$ cat src/rtl/ssd_scan_ctrl.sv
// ssd_scan_ctrl: time-multiplexed scan controller for common-anode 7-segment digits
// Ports:
//   clk, reset_n    clock and asynchronous active-low reset
//   enable          scan enable, low keeps the display dark
//   value, load     hex nibbles (digit 0 rightmost) and one-cycle capture request
//   pending         captured value waiting for the next frame boundary
//   SSD, AN         active-low segments (SSD[0]=a) and active-low anodes
//   frame_tick      one-cycle pulse on the last cycle of each frame
// Optional: define SSD_LZ_BLANK_EN for leading-zero blanking.
module ssd_scan_ctrl #(
    parameter int DIGITS    = 4,
    parameter int PRESCALE  = 50000,
    parameter int BLANK_CYC = 16
) (
    input  logic                  clk,
    input  logic                  reset_n,
    input  logic                  enable,
    input  logic [4*DIGITS-1:0]   value,
    input  logic                  load,
    output logic                  pending,
    output logic [6:0]            SSD,
    output logic [DIGITS-1:0]     AN,
    output logic                  frame_tick
);
    localparam int CW = $clog2(PRESCALE);
    localparam int DW = $clog2(DIGITS);

    typedef enum logic {IDLE, SCAN} state_t;

    state_t                state_q, state_d;
    logic [CW-1:0]         cnt_q, cnt_d;
    logic [DW-1:0]         digit_q, digit_d;
    logic [4*DIGITS-1:0]   shadow_q, shadow_d, disp_q, disp_d;
    logic                  pending_q, pending_d, tick_q, tick_d;
    logic [6:0]            ssd_q, ssd_d;
    logic [DIGITS-1:0]     an_q, an_d, vis;
    logic                  run, last_cnt, commit_win, show, nz;
    logic [3:0]            nib;

    function automatic logic [6:0] seg_of(input logic [3:0] n);
        case (n)
            4'h0: seg_of = 7'h40;
            4'h1: seg_of = 7'h79;
            4'h2: seg_of = 7'h24;
            4'h3: seg_of = 7'h30;
            4'h4: seg_of = 7'h19;
            4'h5: seg_of = 7'h12;
            4'h6: seg_of = 7'h02;
            4'h7: seg_of = 7'h78;
            4'h8: seg_of = 7'h00;
            4'h9: seg_of = 7'h18;
            4'hA: seg_of = 7'h20;
            4'hB: seg_of = 7'h03;
            4'hC: seg_of = 7'h46;
            4'hD: seg_of = 7'h21;
            4'hE: seg_of = 7'h06;
            default: seg_of = 7'h0E;
        endcase
    endfunction

    always_comb begin
        run      = state_q == SCAN && enable;
        last_cnt = cnt_q == CW'(PRESCALE - 1);
        state_d  = enable ? SCAN : IDLE;
        cnt_d    = run && !last_cnt ? cnt_q + CW'(1) : '0;
        digit_d  = !run ? '0 :
                   !last_cnt ? digit_q :
                   digit_q == DW'(DIGITS - 1) ? '0 : digit_q + DW'(1);
        // A commit slot is the frame's last cycle while scanning, or any cycle in IDLE
        // with something pending; a load landing in that slot bypasses straight to disp.
        commit_win = state_q == SCAN ? tick_q : pending_q;
        shadow_d   = load ? value : shadow_q;
        disp_d     = !commit_win ? disp_q : load ? value : pending_q ? shadow_q : disp_q;
        pending_d  = !commit_win && (pending_q || load);
        tick_d     = state_d == SCAN && cnt_d == CW'(PRESCALE - 1) && digit_d == DW'(DIGITS - 1);
        show       = state_d == SCAN && cnt_d >= CW'(BLANK_CYC);
        nib        = disp_d[{digit_d, 2'b00} +: 4];
`ifdef SSD_LZ_BLANK_EN
        // Walk down from the top nibble; a digit is visible once any nibble at or
        // above it is nonzero, and digit 0 is always visible.
        nz  = 1'b0;
        vis = '0;
        for (int i = DIGITS - 1; i >= 0; i--) begin
            nz     = nz | (|disp_d[4*i +: 4]);
            vis[i] = nz || i == 0;
        end
`else
        nz  = 1'b0;
        vis = '1;
`endif
        ssd_d = show && vis[digit_d] ? seg_of(nib) : 7'h7F;
        for (int i = 0; i < DIGITS; i++)
            an_d[i] = !(show && digit_d == DW'(i));
    end

    always_ff @(posedge clk or negedge reset_n) begin
        if (!reset_n) begin
            state_q   <= IDLE;
            cnt_q     <= '0;
            digit_q   <= '0;
            shadow_q  <= '0;
            disp_q    <= '0;
            pending_q <= 1'b0;
            tick_q    <= 1'b0;
            ssd_q     <= 7'h7F;
            an_q      <= '1;
        end else begin
            state_q   <= state_d;
            cnt_q     <= cnt_d;
            digit_q   <= digit_d;
            shadow_q  <= shadow_d;
            disp_q    <= disp_d;
            pending_q <= pending_d;
            tick_q    <= tick_d;
            ssd_q     <= ssd_d;
            an_q      <= an_d;
        end
    end

    assign pending    = pending_q;
    assign SSD        = ssd_q;
    assign AN         = an_q;
    assign frame_tick = tick_q;
endmodule

$ cat config.mk
export PLATFORM = sky130hd
export DESIGN_NAME = ssd_scan_ctrl
export DESIGN_NICKNAME = d
export VERILOG_FILES = /design/src/rtl/ssd_scan_ctrl.sv
export SDC_FILE = /design/constraint.sdc
export NUM_CORES = 1
export LEC_CHECK = 0
export ABC_CLOCK_PERIOD_IN_PS = 3800
export CAP_MARGIN = 40
export CORE_ASPECT_RATIO = 0.6
export CORE_UTILIZATION = 25
export CTS_BUF_LIST = sky130_fd_sc_hd__clkbuf_16
export DETAILED_ROUTE_END_ITERATION = 10
export SKIP_CTS_REPAIR_TIMING = 1
export SLEW_MARGIN = 20
export SYNTH_ARGS = -nofsm -noshare
export SYNTH_HDL_FRONTEND = slang
export SYNTH_SLANG_ARGS = --single-unit
$ cat constraint.sdc
create_clock -name clk -period 3.8 [get_ports clk]
set_input_delay 0.57 -clock clk [delete_from_list [all_inputs] [get_ports clk]]
set_output_delay 0.57 -clock clk [all_outputs]
set_load 0.02 [all_outputs]
# After elaboration in Yosys (flattened, before gate mapping)
# Memories as Yosys holds them, arrays and structs flattened.
# Index checks and enable logic that the tools add are counted.
[word_totals]
register_bits = 64
mem_bits_ro = 112
input_bits = 20
n_memories = 1
[classes]
addsub = 2
magnitude_cmp = 2
eq_ne = 6
shifts = 1
mux = 12
n_reduce_logical = 19
[memory_table]
columns = ["name", "words", "width", "read_ports", "rd_clocked_by_memory_dff", "write_ports", "line", "rtl"]
rows = [
  ["(name not given)", 16, 7, 1, 0, 0, "41", "case (n)"],
]
[op_table]
columns = ["cell", "n"]
rows = [
  ["2-to-1 mux 16 bit", 4],
  ["equality test 16 bit (second input constant)", 2],
  ["adder 16 x 1 -> 16 bit (second input constant)", 1],
  ["greater-or-equal comparator 16 x 5 -> 1 bit (second input constant)", 1],
  ["variable part select 16 x 5 -> 4 bit", 1],
  ["logical AND 1 bit", 11],
  ["2-to-1 mux 7 bit", 1],
  ["equality test 2 bit (second input constant)", 3],
  ["logical NOT 1 bit", 6],
  ["2-to-1 mux 2 bit", 3],
  ["< comparator 2 x 3 -> 1 bit (second input constant)", 1],
  ["2-to-1 mux 1 bit", 3],
  ["adder 2 x 1 -> 2 bit (second input constant)", 1],
  ["binary-select mux 1 bit (select 2 bit)", 1],
  ["equality test 2 x 1 -> 1 bit (second input constant)", 1],
  ["logical NOT 2 bit", 1],
  ["logical OR 1 bit", 1],
]

# Depth between registers and ports, before layout
[logic_depth]
ltp_word = 8
depth_mapped = 15

# Worst setup path after synthesis
# OpenSTA, ideal clock, no wires.
[synth_path]
kind = "input port to flip-flop"
from = "input port load"
to = "register ssd_q[5], in the netlist SSD[5]"
setup_time_ns = 0.090
t_arrival_ns = 3.067
required_time_ns = 3.710
slack_ns = 0.643
path_stages = 11
path_cell_list = "buf_2 buf_1 mux2_2 mux2_2 a221o_1 a21oi_1 inv_1 ha_1 mux2_4 mux2i_1 nand2_1"
[synth_between]
elab_chain_len = 5
[synth_lines]
columns = ["item", "line", "rtl"]
rows = [
  ["start: declaration", "19", "input logic load,"],
  ["2-to-1 mux 16 bit (2 in series)", "73", "disp_d = !commit_win ? disp_q : load ? value : pending_q ? shadow_q : disp_q;"],
  ["net disp_d[5]", "33", "logic [4*DIGITS-1:0] shadow_q, shadow_d, disp_q, disp_d;"],
  ["variable part select 16 x 5 -> 4 bit", "77", "nib = disp_d[{digit_d, 2'b00} +: 4];"],
  ["memory (16 x 7 bit)", "--", ""],
  ["2-to-1 mux 7 bit", "91", "ssd_d = show && vis[digit_d] ? seg_of(nib) : 7'h7F;"],
  ["net ssd_d[5]", "35", "logic [6:0] ssd_q, ssd_d;"],
  ["end signal: assignment", "115", "ssd_q <= ssd_d;"],
  ["end: declaration", "35", ""],
]
# The timed path passes the listed nets, and every way through them passes these cells.
# A chain may end at the register's enable or synchronous reset.

# Final worst setup path
# Same ends and word-level chain as after synthesis.

==> results.json <==
{
  "status": "finished, final reports clean",
  "buffer_cell_driving_the_clock_tree_root": "sky130_fd_sc_hd__clkbuf_16",
  "crit_top_cell": "sky130_fd_sc_hd__mux2_2",
  "ios": 33,
  "ir_drop_uv": 219,
  "syn_inst": 286,
  "min_period_over_period": 0.854,
  "detailed_place.area_um2": 3730,
  "cts_buffers": 9,
  "gr-total-overflow": 0,
  "die_h_um": 89.7,
  "worstPathCellList": "clkdlybuf4s50_1 > buf_4 > mux2_2 > mux2_2 > nor2b_1 > a221o_1 > a21oi_1 > inv_1 > ha_1 > mux2_4 > mux2i_1 > nand2_1",
  "drt-initial-drc-count": 135,
  "ctsLongestPathBuffers": 2,
  "number_of_enable_type_register_cells_in_the_synthesized_netlist": 0,
  "final_design_area_no_fill_um2": 4020,
  "detail_route.wl_per_cell_um": 14.0,
  "worst_ep_arrival_time_ns": 3.49,
  "groute.usage.overall": 0.116,
  "grt_max_degree": 40,
  "first_global_vias": 2236,
  "report.final.slew_viol_count": 0,
  "asyncSetResetFlopFracSynth": 1.00,
  "max_cap_violation_count": 0,
  "critical_path_peak_fanout": 19,
  "finalWirelength_um": 6930,
  "power.leakage_uw": 0.00161,
  "clock_tree_from_tritoncts": "done",
  "yosys_register_bits": 64,
  "initial_utilization": 0.261,
  "post_synth_num_cell_types": 57,
  "synthToLayoutAreaGrowth_pct": 25.4,
  "fmax_mhz": 308,
  "cts.reportedPaths.clkPinSlew_ns": 0.05,
  "drc_viols": 0,
  "rows": 31,
  "numClockSinks": 64,
  "coreArea_um2": 12300,
  "dr_total_vias": 2235,
  "fillerInstances": 1223,
  "reg2reg_depth": 12,
  "finalHoldViolCount": 0,
  "design.final.nets": 352,
  "critical_path.slowest_cell": "sky130_fd_sc_hd__clkdlybuf4s50_1",
  "route.detailed.vias_per_inst": 4.52,
  "place.port_buffers": 32,
  "post-dp-hpwl_um": 4990,
  "worstSkewPairLatency_ns": 0.33,
  "routabilityCongestion": 0.802,
  "avgSynthCellArea_um2": 11.2,
  "fp.dieArea_um2": 13300,
  "worst_path_largest_cell_delay_ns": 0.48,
  "synth_ff_type": "sky130_fd_sc_hd__dfrtp_1",
  "antenna_found_initial": 0,
  "yosys_warnings": 0,
  "syn_nets": 313,
  "final_setup_fails": 0,
  "timing.critical_path.from_type": "primary input",
  "unrepaired_setup_endpoints_after_global_routing": "no",
  "layout-drive-gt1-share": 0.224,
  "grt_pass1_wl_um": 11900,
  "setup.worst_path.class": "in -> reg",
  "final_critical_delay_including_setup_and_external_delays_ns": 3.24,
  "regToRegSetupSlack_ns": 0.61,
  "worstPathRequired_ns": 4.05,
  "critPathCaptureType": "register",
  "cellPowerDensity_nw_per_um2": 446,
  "clock_skew_ns": 0.00330,
  "setup-tns-final_ns": 0,
  "worstHoldPathType": "in -> async",
  "synth_top_area_share": 0.413,
  "h-tree-depth": 3,
  "synth_area_leaders": "sky130_fd_sc_hd__dfrtp_1 (41%), sky130_fd_sc_hd__mux2_2 (11%), sky130_fd_sc_hd__dfstp_2 (9.0%)",
  "tightestPinTransition_ns": 0.587,
  "yosysTopAreaCell": "sky130_fd_sc_hd__dfrtp_1",
  "antenna_cells_inserted": 0,
  "synth_area_um2": 3210,
  "timing.max_slew.rel_slack": 0.609,
  "die-width_um": 148,
  "ant_nets": 0,
  "detailedRoute.firstPassIterationCount": 4,
  "finalPower_uw": 1790,
  "synth_seq_area_share": 0.504
}
## synthesized netlist by cell type (6+ instances only)
cell / number
sky130_fd_sc_hd__dfrtp_1: 53
sky130_fd_sc_hd__nor2_1: 24
sky130_fd_sc_hd__xnor2_1: 10
sky130_fd_sc_hd__inv_1: 11
sky130_fd_sc_hd__xor2_1: 6
sky130_fd_sc_hd__mux2i_1: 6
sky130_fd_sc_hd__ha_1: 7
sky130_fd_sc_hd__nand2_1: 19
sky130_fd_sc_hd__and3_1: 7
sky130_fd_sc_hd__nor3_1: 6
sky130_fd_sc_hd__a21oi_1: 8
sky130_fd_sc_hd__dfstp_2: 11
sky130_fd_sc_hd__mux2_2: 31
sky130_fd_sc_hd__nand3_1: 13
## layout by cell type, fill, tap and decap left out, drive strengths merged, types with 3 or more instances in the layout
cell,n
dfstp,11
buf,9
clkdlybuf4s50,31
nand3,13
and3,7
nor2b,4
ha,7
nand3b,4
o21ai,6
xnor2,10
mux2i,7
nand2,19
dfrtp,53
inv,13
a21oi,8
nor4,4
xor2,6
clkinvlp,3
nand4,5
nor3b,4
nor3,7
mux2,33
and2,3
nor2,24
clkinv,3
clkbuf,9
## flip-flops by register name (all words and copies together), names as in the netlist
name / cells
AN: 4
SSD: 7
cnt_q: 16
digit_q: 2
disp_q: 16
frame_tick: 1
pending: 1
shadow_q: 16
state_q: 1
## power breakdown
part           internal (uW)  total [uW]  switching [uW]
registers                743         761            18.0
clock network            433         732             299
logic                    143         300             157
## final timing paths
path,from,to
hold reg to reg,shadow_q[4]$_DFFE_PN0P_,shadow_q[4]$_DFFE_PN0P_
setup reg to reg,cnt_q[0]$_DFF_PN0_,SSD[5]$_DFF_PN1_
max in group asynchronous,reset_n,cnt_q[14]$_DFF_PN0_
min in group clk,shadow_q[4]$_DFFE_PN0P_,shadow_q[4]$_DFFE_PN0P_
hold / removal,reset_n,disp_q[8]$_DFF_PN0_
setup / recovery,load,SSD[5]$_DFF_PN1_
## routing by layer
| layer | up-vias | track usage | part of all wire |
|---|---|---|---|
| met1 | 1093 | 0.175 | 0.56 |
| met5 | - | 0 | 0 |
| met2 | 36 | 0.147 | 0.38 |
| met4 | 0 | 0.0438 | 0.016 |
| met3 | 10 | 0.0401 | 0.045 |
| li1 | 1096 | - | - |
## critical path: cells and delay by family
| family | cells | cell delay (ns) |
|---|---|---|
| buf+inv | 3 | 0.88 |
| mux | 4 | 1.06 |
| simple gates | 2 | 0.20 |
| compound gates | 2 | 0.53 |
| fa+ha+maj | 1 | 0.24 |
## final cells by class
cell class	instances	area [um^2]	share of cell area
Sequential cell	64	1620	0.402
Multi-Input combinational cell	198	1480	0.369
Timing Repair Buffer	40	408	0.101
Clock buffer	9	225	0.0560
Tap cell	165	206	0.0513
Inverter	12	45.0	0.0112
Clock inverter	7	40.0	0.00995
## cell families after synthesis
family | Yosys count | synth area share
compound gates | 33 | 0.0745
xor+xnor | 16 | 0.0437
fa+ha+maj | 7 | 0.0273
buf+inv | 24 | 0.0343
flops | 64 | 0.504
mux | 40 | 0.140
simple gates | 102 | 0.177
## per-stage QoR
step                 util  std cells  setup slack [ns]  hold slack [ns]
detailed placement  0.303        478             0.184            0.482
floorplan               -        286             0.643            0.274
global route        0.327        495             0.362            0.187
global placement    0.303        478             0.247            0.477
finish              0.327        495             0.556            0.169
CTS                 0.325        494             0.536            0.381
(Power assumes the default switching activity.)
